## src/rtl/dmem_pkg.sv

```systemverilog
// Shared definitions for the data-memory arbiter: grant-state encoding,
// requester identifiers and the default access length.
package dmem_pkg;

  // Grant-state encoding for the arbiter FSM.
  typedef enum logic [1:0] {
    IDLE     = 2'd0,
    GNT_CPU  = 2'd1,
    GNT_HOST = 2'd2
  } state_t;

  // Requester identifiers; also the bit index into the eligible vector.
  localparam logic CPU  = 1'b0;
  localparam logic HOST = 1'b1;

  // Default number of cycles an access holds the memory.
  localparam int ACC_CYCLES_DEF = 2;

  // Maps a requester id to the grant state that serves it.
  function automatic state_t gnt_state(input logic id);
    return (id == HOST) ? GNT_HOST : GNT_CPU;
  endfunction

endpackage

```

## src/rtl/dmem_arbiter_rr_arb2.sv

```systemverilog
// Two-input round-robin picker. Purely combinational; the caller keeps
// last_grant in a register and updates it when a grant is taken.
module rr_arb2
  import dmem_pkg::*;
(
  input  logic [1:0] eligible,    // [0] = CPU, [1] = HOST
  input  logic       last_grant,  // id of the most recently granted side
  output logic       gnt_valid,
  output logic       gnt_id
);

  // Single requester wins outright; on a tie the side not served last wins.
  always_comb begin
    gnt_valid = |eligible;
    gnt_id    = CPU;
    if (eligible == 2'b11) begin
      gnt_id = ~last_grant;
    end else if (eligible[HOST]) begin
      gnt_id = HOST;
    end
  end

endmodule

```

## src/rtl/dmem_arbiter.sv

```systemverilog
// Arbitrates the single-port data memory between the CPU control unit
// (LDAC/STAC via AR/AC) and the host loader port. Each access is a fixed
// ACC_CYCLES transaction; ties are broken round-robin.
//
// Handshake: a requester raises x_req with x_we/x_addr/x_wdata valid and
// holds them until x_ack. Inputs are sampled once, at the grant edge; later
// changes (including dropping x_req) do not abort the access. x_ack is a
// one-cycle pulse; x_rdata is valid with it on reads and held until the next
// read on that side completes. In the ack cycle that requester is masked, so
// a still-high req is not immediately re-granted.
module dmem_arbiter
  import dmem_pkg::*;
#(
  parameter int ADDR_W     = 8,
  parameter int DATA_W     = 8,
  parameter int ACC_CYCLES = ACC_CYCLES_DEF  // must be >= 1
) (
  input  logic              CLK,
  input  logic              RESET,
  input  logic              cpu_req,
  input  logic              cpu_we,
  input  logic [ADDR_W-1:0] cpu_addr,
  input  logic [DATA_W-1:0] cpu_wdata,
  output logic              cpu_ack,
  output logic [DATA_W-1:0] cpu_rdata,
  input  logic              host_req,
  input  logic              host_we,
  input  logic [ADDR_W-1:0] host_addr,
  input  logic [DATA_W-1:0] host_wdata,
  output logic              host_ack,
  output logic [DATA_W-1:0] host_rdata,
  output logic [ADDR_W-1:0] mem_addr,
  output logic [DATA_W-1:0] mem_wdata,
  output logic              mem_we,
  input  logic [DATA_W-1:0] mem_rdata,
  output logic              busy
);

  localparam int CNT_W = (ACC_CYCLES > 1) ? $clog2(ACC_CYCLES) : 1;
  localparam logic [CNT_W-1:0] CNT_LAST = CNT_W'(ACC_CYCLES - 1);

  state_t           state;
  logic [CNT_W-1:0] cnt;
  logic             last_grant;
  logic [1:0]       eligible;
  logic             gnt_valid;
  logic             gnt_id;

  // A side being acked this cycle is not eligible for a new grant.
  always_comb begin
    eligible = {host_req & ~host_ack, cpu_req & ~cpu_ack};
  end

  rr_arb2 u_rr_arb2 (
    .eligible   (eligible),
    .last_grant (last_grant),
    .gnt_valid  (gnt_valid),
    .gnt_id     (gnt_id)
  );

  // Busy whenever a transaction owns the memory.
  always_comb begin
    busy = (state != IDLE);
  end

  // Grant FSM: grant from IDLE, hold the memory for ACC_CYCLES, then ack.
  always_ff @(posedge CLK) begin
    if (RESET) begin
      state      <= IDLE;
      cnt        <= '0;
      last_grant <= HOST;
      mem_we     <= 1'b0;
      mem_addr   <= '0;
      mem_wdata  <= '0;
      cpu_ack    <= 1'b0;
      host_ack   <= 1'b0;
      cpu_rdata  <= '0;
      host_rdata <= '0;
    end else begin
      cpu_ack  <= 1'b0;
      host_ack <= 1'b0;
      case (state)
        IDLE: begin
          mem_we <= 1'b0;
          cnt    <= '0;
          if (gnt_valid) begin
            state      <= gnt_state(gnt_id);
            last_grant <= gnt_id;
            if (gnt_id == HOST) begin
              mem_addr  <= host_addr;
              mem_wdata <= host_wdata;
              mem_we    <= host_we;
            end else begin
              mem_addr  <= cpu_addr;
              mem_wdata <= cpu_wdata;
              mem_we    <= cpu_we;
            end
          end
        end
        GNT_CPU, GNT_HOST: begin
          if (cnt == CNT_LAST) begin
            // mem_we still reflects the granted access type here.
            state  <= IDLE;
            cnt    <= '0;
            mem_we <= 1'b0;
            if (state == GNT_CPU) begin
              cpu_ack <= 1'b1;
              if (!mem_we) cpu_rdata <= mem_rdata;
            end else begin
              host_ack <= 1'b1;
              if (!mem_we) host_rdata <= mem_rdata;
            end
          end else begin
            cnt <= cnt + CNT_W'(1);
          end
        end
        default: begin
          state  <= IDLE;
          mem_we <= 1'b0;
        end
      endcase
    end
  end

endmodule

```

## config.mk

```make
export PLATFORM = sky130hd
export DESIGN_NAME = dmem_arbiter
export DESIGN_NICKNAME = d
export VERILOG_FILES = /design/src/rtl/dmem_pkg.sv /design/src/rtl/dmem_arbiter_rr_arb2.sv /design/src/rtl/dmem_arbiter.sv
export SDC_FILE = /design/constraint.sdc
export NUM_CORES = 1
export LEC_CHECK = 0
export ABC_AREA = 1
export BUFFER_PORTS_ARGS = -buffer_cell sky130_fd_sc_hd__buf_2
export CORE_ASPECT_RATIO = 0.9
export CORE_MARGIN = 2
export CORE_UTILIZATION = 46
export CTS_BUF_LIST = sky130_fd_sc_hd__clkbuf_16
export DETAILED_ROUTE_END_ITERATION = 8
export GPL_ROUTABILITY_DRIVEN = 1
export PLACE_DENSITY = 0.77
export SYNTH_ARGS = -nofsm -noshare
export SYNTH_HDL_FRONTEND = slang
export SYNTH_SLANG_ARGS = --single-unit
```

## constraint.sdc

```tcl
create_clock -name CLK -period 1.93 [get_ports CLK]
set_input_delay 0.193 -clock CLK [delete_from_list [all_inputs] [get_ports CLK]]
set_output_delay 0.193 -clock CLK [all_outputs]
set_load 0.005 [all_outputs]
```

==> results of run 1 <==
==> power groups by stage <==
stage	combinational (mW)	clock [mW]	sequential, mW
2_1_floorplan	0.522	0	1.07
3_3_place_gp	0.753	0	1.06
3_5_place_dp	0.763	0	1.06
4_1_cts	0.769	0.930	1.05
5_1_grt	0.880	0.972	1.07
6_report	0.760	0.920	1.05
==> through the flow <==
step	power [mW]	instances	setup WS [ns]	cell area [um2]
4_1_cts	2.75	381	0.356	2320
5_1_grt	2.92	381	0.177	2320
3_5_place_dp	1.83	373	0.374	2150
6_report	2.73	381	0.374	2320
3_3_place_gp	1.81	373	0.443	2150
2_1_floorplan	1.59	256	0.554	1760
==> logic make-up (layout without fill, tap and decap cells) <==
group | Yosys count | after routing | share of synthesized area [%]
AOI/OAI and AO/OA | 32 | 32 | 9.10
adders and majority gates | 4 | 4 | 2.85
buffers and inverters | 48 | 127 | 12.4
DFF | 39 | 39 | 44.4
and+or+nand+nor | 133 | 133 | 31.3
==> cell type report <==
| class | instances | area [um2] | area share, % |
|---|---|---|---|
| flip-flops and latches | 39 | 781 | 33.7 |
| well taps | 46 | 57.6 | 2.49 |
| inverters | 38 | 143 | 6.16 |
| clock buffers | 5 | 125 | 5.40 |
| clock inverters | 3 | 43.8 | 1.89 |
| multi-input cells | 169 | 761 | 32.8 |
| repair buffers | 81 | 405 | 17.5 |
==> cells in the final DEF (no fill, tap or decap) <==
| master | instances |
|---|---|
| buf_2 | 81 |
| nand2_1 | 58 |
| nor2_1 | 50 |
| dfxtp_1 | 39 |
| inv_1 | 33 |
| nand3_1 | 19 |
| o21ai_0 | 19 |
| a21oi_1 | 13 |
| inv_2 | 5 |
| clkbuf_16 | 5 |
| ha_1 | 4 |
| nand3b_1 | 2 |
| nand2_2 | 1 |
| nor3_4 | 1 |
| nor3b_1 | 1 |
| nor3_1 | 1 |
| clkinv_4 | 1 |
| clkinv_2 | 1 |
| bufinv_16 | 1 |
==> critical path, delay by kind of cell (launching register included) <==
| family | cells | cell delay [ns] |
|---|---|---|
| buffers and inverters | 2 | 0.19 |
| flip-flops | 1 | 0.40 |
| adder cells (fa/ha/maj) | 1 | 0.29 |
| AND/OR/NAND/NOR | 4 | 0.56 |
==> state kept, by name, summed over array words and instances (netlist names) <==
name	cells
cpu_rdata	8
host_rdata	8
mem_addr	8
mem_wdata	8
state	2
cnt	1
cpu_ack	1
host_ack	1
last_grant	1
mem_we	1
==> routing by layer <==
layer / up-vias / wire, um / GRT usage, %
met5: - / 0 / 0
met4: 0 / 70 / 7.60
met3: 6 / 194 / 4.35
met2: 40 / 1890 / 32.5
met1: 750 / 1850 / 23.2
li1: 940 / - / -
==> how the worst max path moves through the flow <==
stage                         from             to  slack [ns]  cells after the start
final                     state[0]  host_rdata[4]        0.37                      7
after global routing      state[0]  host_rdata[6]        0.18                      7
after CTS                 state[0]  host_rdata[4]        0.36                      7
after detailed placement  state[0]  host_rdata[4]        0.37                      7
after global placement    state[0]  host_rdata[6]        0.44                      7
after floorplan           state[0]  host_rdata[0]        0.55                      7
==> flow_metrics.tcl, run 1 <==
set metrics [dict create \
    status "complete, no violations" \
    coreArea_um2 3700 \
    synth_area_leader_cell "dfxtp_1" \
    startpoint_type "flop" \
    dp_hpwl_mm 2.95 \
    seq_power_share_pct 38.4 \
    async_flop_share_pct 0 \
    p_switching_mw 0.852 \
    post_cts_buffers 0 \
    holdCritStartpoint "mem_rdata[1]" \
    synth_edf_count 0 \
    finalNetCount 384 \
    clock-root-buffer "clkbuf_16" \
    fin_tns_setup_ns 0 \
    top_level_ports 82 \
    wire_per_inst_um 10.5 \
    crit_chain "inv_1 > ha_1 > nand2_1 > nor3_4 > inv_2 > nor2_1 > nor2_1" \
    p_clk_share_pct 33.7 \
    synth_cells 256 \
    drive_above_1_share_pct 28.7 \
    die_height_um 62.7 \
    min_to "host_rdata[1]" \
    area_growth_pct 31.7 \
    die_w_um 69.2 \
    tightest_slew_ns 0.540 \
    grt_overflow 0 \
    nFillCells 356 \
    drt_wl_total_mm 4.00 \
    port_buffers 81 \
    vias 1736 \
    synth_top_area_share_pct 44.4 \
    cts_resized 0 \
    p_sw_share_pct 31.2 \
    core.rowCount 21 \
    grt_use_total_pct 19.0 \
    holdPathStages 3 \
    h-tree-depth 2 \
    drcViolationCount 0 \
    clk_latency_ns 0.28 \
    grt_pass1_vias 1547 \
    die_area_um2 4340 \
    hold_ws_ns 0.157 \
    drv_slew 0 \
    pwr-share-comb_pct 27.9 \
    syn_nets 306 \
    clk_path_buf_depth 2 \
    yosys.cell_count.top_type "nand2_1" \
    drt_iter0_drc 85 \
    clkSlewWorstSetupHoldPaths_ns 0.06 \
    yosys-top-cells-area "dfxtp_1, nand2_1, nor2_1" \
    r2r_slack_ns 0.37 \
    ys_top_cells_by_count "nand2_1, nor2_1, dfxtp_1" \
    period_minus_slack_ns 1.56 \
    avgSynthCellArea_um2 6.87 \
    worstReg2RegStart "state[0]" \
    ys_seq_elements 39 \
    yosysSeqAreaShare_pct 44.4 \
    hold_viol 0 \
    irDropWorstVdd_mv 0.709 \
    min_path_type "in -> reg" \
    antenna_cells 0 \
    internal_power_mw 1.88 \
    yosysWarnings 0 \
    fin_util_pct 62.5 \
    ys.flop_type "dfxtp_1" \
    leakagePower_nw 1.31 \
    ant_nets 0 \
    slew_headroom_pct 63.9 \
    cts_buffers 5 \
    numClockSinks 39 \
    rr_worst_depth 7 \
    rsz0062_at_grt "false" \
    dr.pass1.iters 4 \
    postCtsHoldBufs 0 \
    timing.fmax_mhz 643 \
    pwr_density_cell_nw_per_um2 1180 \
    via_per_inst 4.56 \
    fin_crit_sh_pct 80.6 \
    cts_tree "done" \
    rr_endpoint "host_rdata[4]" \
    critPathCaptureType "flop" \
    crit_type "reg -> reg" \
    cpPeakStageDelay_ns 0.40 \
    required_ns 2.10 \
    netlist_area_um2 1760 \
    setup_viol 0 \
    grt_pass1_wl_mm 6.74 \
    cp_slowest_cell "dfxtp_1" \
    grt_max_degree 33 \
    gp_congestion 0.836 \
    critPathMaxFanout 9 \
    path_common_cell "nor2_1" \
    cap_violations 0 \
    initial_core_util_pct 47.5 \
    crit_arrival_ns 1.72 \
    yosysUniqueCellTypes 18 \
    antenna_found_initial 0 \
    skew_ns 0.00600 \
]
(Power assumes the default switching activity.)
==> run 2, diff against run 1 <==
Settings changed: CORE_UTILIZATION 46 to 41, PLACE_DENSITY 0.77 to 0.73.
Clock period 1.93 ns to 1.3 ns, I/O delays scaled along.
==> run 2 against run 1 <==
  * The run now ends with negative setup slack left
  * Largest power group is now clock
  * Combinational power is 100% higher
  * Final cell count is 4.5% higher
  * Maximum frequency is 14% higher
  * Setup slack worse by 0.44 ns
  * Register-to-register slack worse by 0.44 ns
  * Sequential power is 50% higher
  * Routed wire length is 11% higher
  * Core utilization hardly changed
  * Die area is 11% higher
  * Power is 71% higher
  * Final area is 11% higher
  * Sequential cell count stayed put
==> flow_metrics.tcl, run 2 (synthesis results as in run 1) <==
set metrics [dict create \
    postCtsHoldBufs 0 \
    rsz0062_at_grt "true" \
    required_ns 1.47 \
    core.rowCount 22 \
    leakagePower_nw 1.41 \
    rr_worst_depth 7 \
    drt-met1-wl_mm 1.99 \
    gp_congestion 0.779 \
    clkSlewWorstSetupHoldPaths_ns 0.06 \
    drcViolationCount 0 \
    drive_above_1_share_pct 37.4 \
    status "finished with violations" \
    wl_met2_mm 2.18 \
    dp_hpwl_mm 3.08 \
    via_per_inst 4.60 \
    die_w_um 73.0 \
    grt_overflow 0 \
    ant_nets 0 \
    grt_max_degree 23 \
    crit_arrival_ns 1.54 \
    wire_per_inst_um 11.2 \
    startpoint_type "flop" \
    min_path_type "in -> reg" \
    drv_slew 0 \
    vias 1830 \
    violations "negative setup slack" \
    grt_pass1_vias 1535 \
    antenna_found_initial 0 \
    critPathMaxFanout 8 \
    die_height_um 66.1 \
    initial_core_util_pct 42.9 \
    critPathCaptureType "flop" \
    finalNetCount 399 \
    grt_pass1_wl_mm 6.86 \
    area_growth_pct 45.7 \
    r2r_slack_ns -0.07 \
    pwr_density_cell_nw_per_um2 1820 \
    fin_crit_sh_pct 105 \
    clock-root-buffer "clkbuf_16" \
    skew_ns 0.00507 \
    hold_viol 0 \
    numClockSinks 39 \
    coreArea_um2 4100 \
    fin_tns_setup_ns -0.344 \
    worstReg2RegStart "state[1]" \
    timing.fmax_mhz 730 \
    crit_path_start "state[1]" \
    timing.final.ws_setup_ns -0.0707 \
    tightest_slew_ns 0.409 \
    crit_end "host_rdata[4]" \
    drt_wl_total_mm 4.45 \
    clk_latency_ns 0.28 \
    cts_buffers 5 \
    grt_use_total_pct 18.5 \
    irDropWorstVdd_mv 0.919 \
    antenna_cells 0 \
    crit_type "reg -> reg" \
    clk_path_buf_depth 2 \
    rr_endpoint "host_rdata[4]" \
    final_cell_mix "buf_2, nand2_1, nor2_1, dfxtp_1, inv_1" \
    die_area_um2 4830 \
    dr.pass1.iters 4 \
    cts_tree "done" \
    slew_headroom_pct 72.7 \
    wl_met3_um 214 \
    mostFrequentLayoutCell "buf_2" \
    post-place-ws_ns -0.0546 \
    top_level_ports 82 \
    drt_iter0_drc 84 \
    cap_violations 0 \
    period_minus_slack_ns 1.37 \
    setup_viol 8 \
    port_buffers 81 \
    h-tree-depth 2 \
    top_layer "met4" \
]
## run 2: final cells by class
type / instances / area (um2)
sequential: 39 / 785
clock inverter: 3 / 67.6
multi-input combinational: 169 / 817
fill: 369 / 1540
clock buffer: 5 / 125
inverter: 38 / 145
tap: 48 / 60.1
timing repair buffer: 96 / 563
## run 2: routing by layer
layer / GRT usage, % / vias to the layer above
met5: 0 / -
met4: 6.25 / 0
met3: 5.03 / 7
met2: 30.3 / 37
met1: 23.4 / 816
li1: - / 970
## run 2: worst max-delay path, cell delays in order, from the launching register on
cell,delay [ns]
dfxtp_2,0.35
inv_4,0.05
ha_4,0.27
nand2_4,0.05
nor3_4,0.20
inv_2,0.13
nor2_1,0.14
nor2_1,0.06
## run 2: worst min path at each step
| stage | from | to | slack [ns] | depth (start not counted) |
|---|---|---|---|---|
| after detailed placement | mem_rdata[0] | host_rdata[0] | 0.39 | 3 |
| after CTS | mem_rdata[5] | host_rdata[5] | 0.1 | 3 |
| after global placement | mem_rdata[0] | host_rdata[0] | 0.38 | 3 |
| final | mem_rdata[0] | host_rdata[0] | 0.09 | 3 |
| after global routing | mem_rdata[0] | host_rdata[0] | 0.09 | 3 |
| after floorplan | mem_rdata[0] | host_rdata[0] | 0.26 | 2 |
## run 2: through the flow
stage          util (%)  hold WS, ns  std cells  power, mW  cell area (um2)
4_1_cts            61.0       0.0956        395       4.61             2500
6_report           62.5       0.0932        398       4.67             2560
3_3_place_gp       55.8        0.378        386       2.95             2290
2_1_floorplan         -        0.265        256       2.41             1780
3_5_place_dp       55.8        0.387        386       2.97             2290
5_1_grt            62.5       0.0896        398       4.99             2560
## run 2: power breakdown
part,internal (mW),switching (mW)
Combinational,0.725,0.793
Sequential,1.43,0.136
Clock,1.10,0.481
Total,3.25,1.41
## run 2: what timing repair did
item	4_1_cts	5_1_grt
endpoints found under the setup margin	9	28
resized for setup	7	14
pin swaps	3	4
setup buffers	1	3
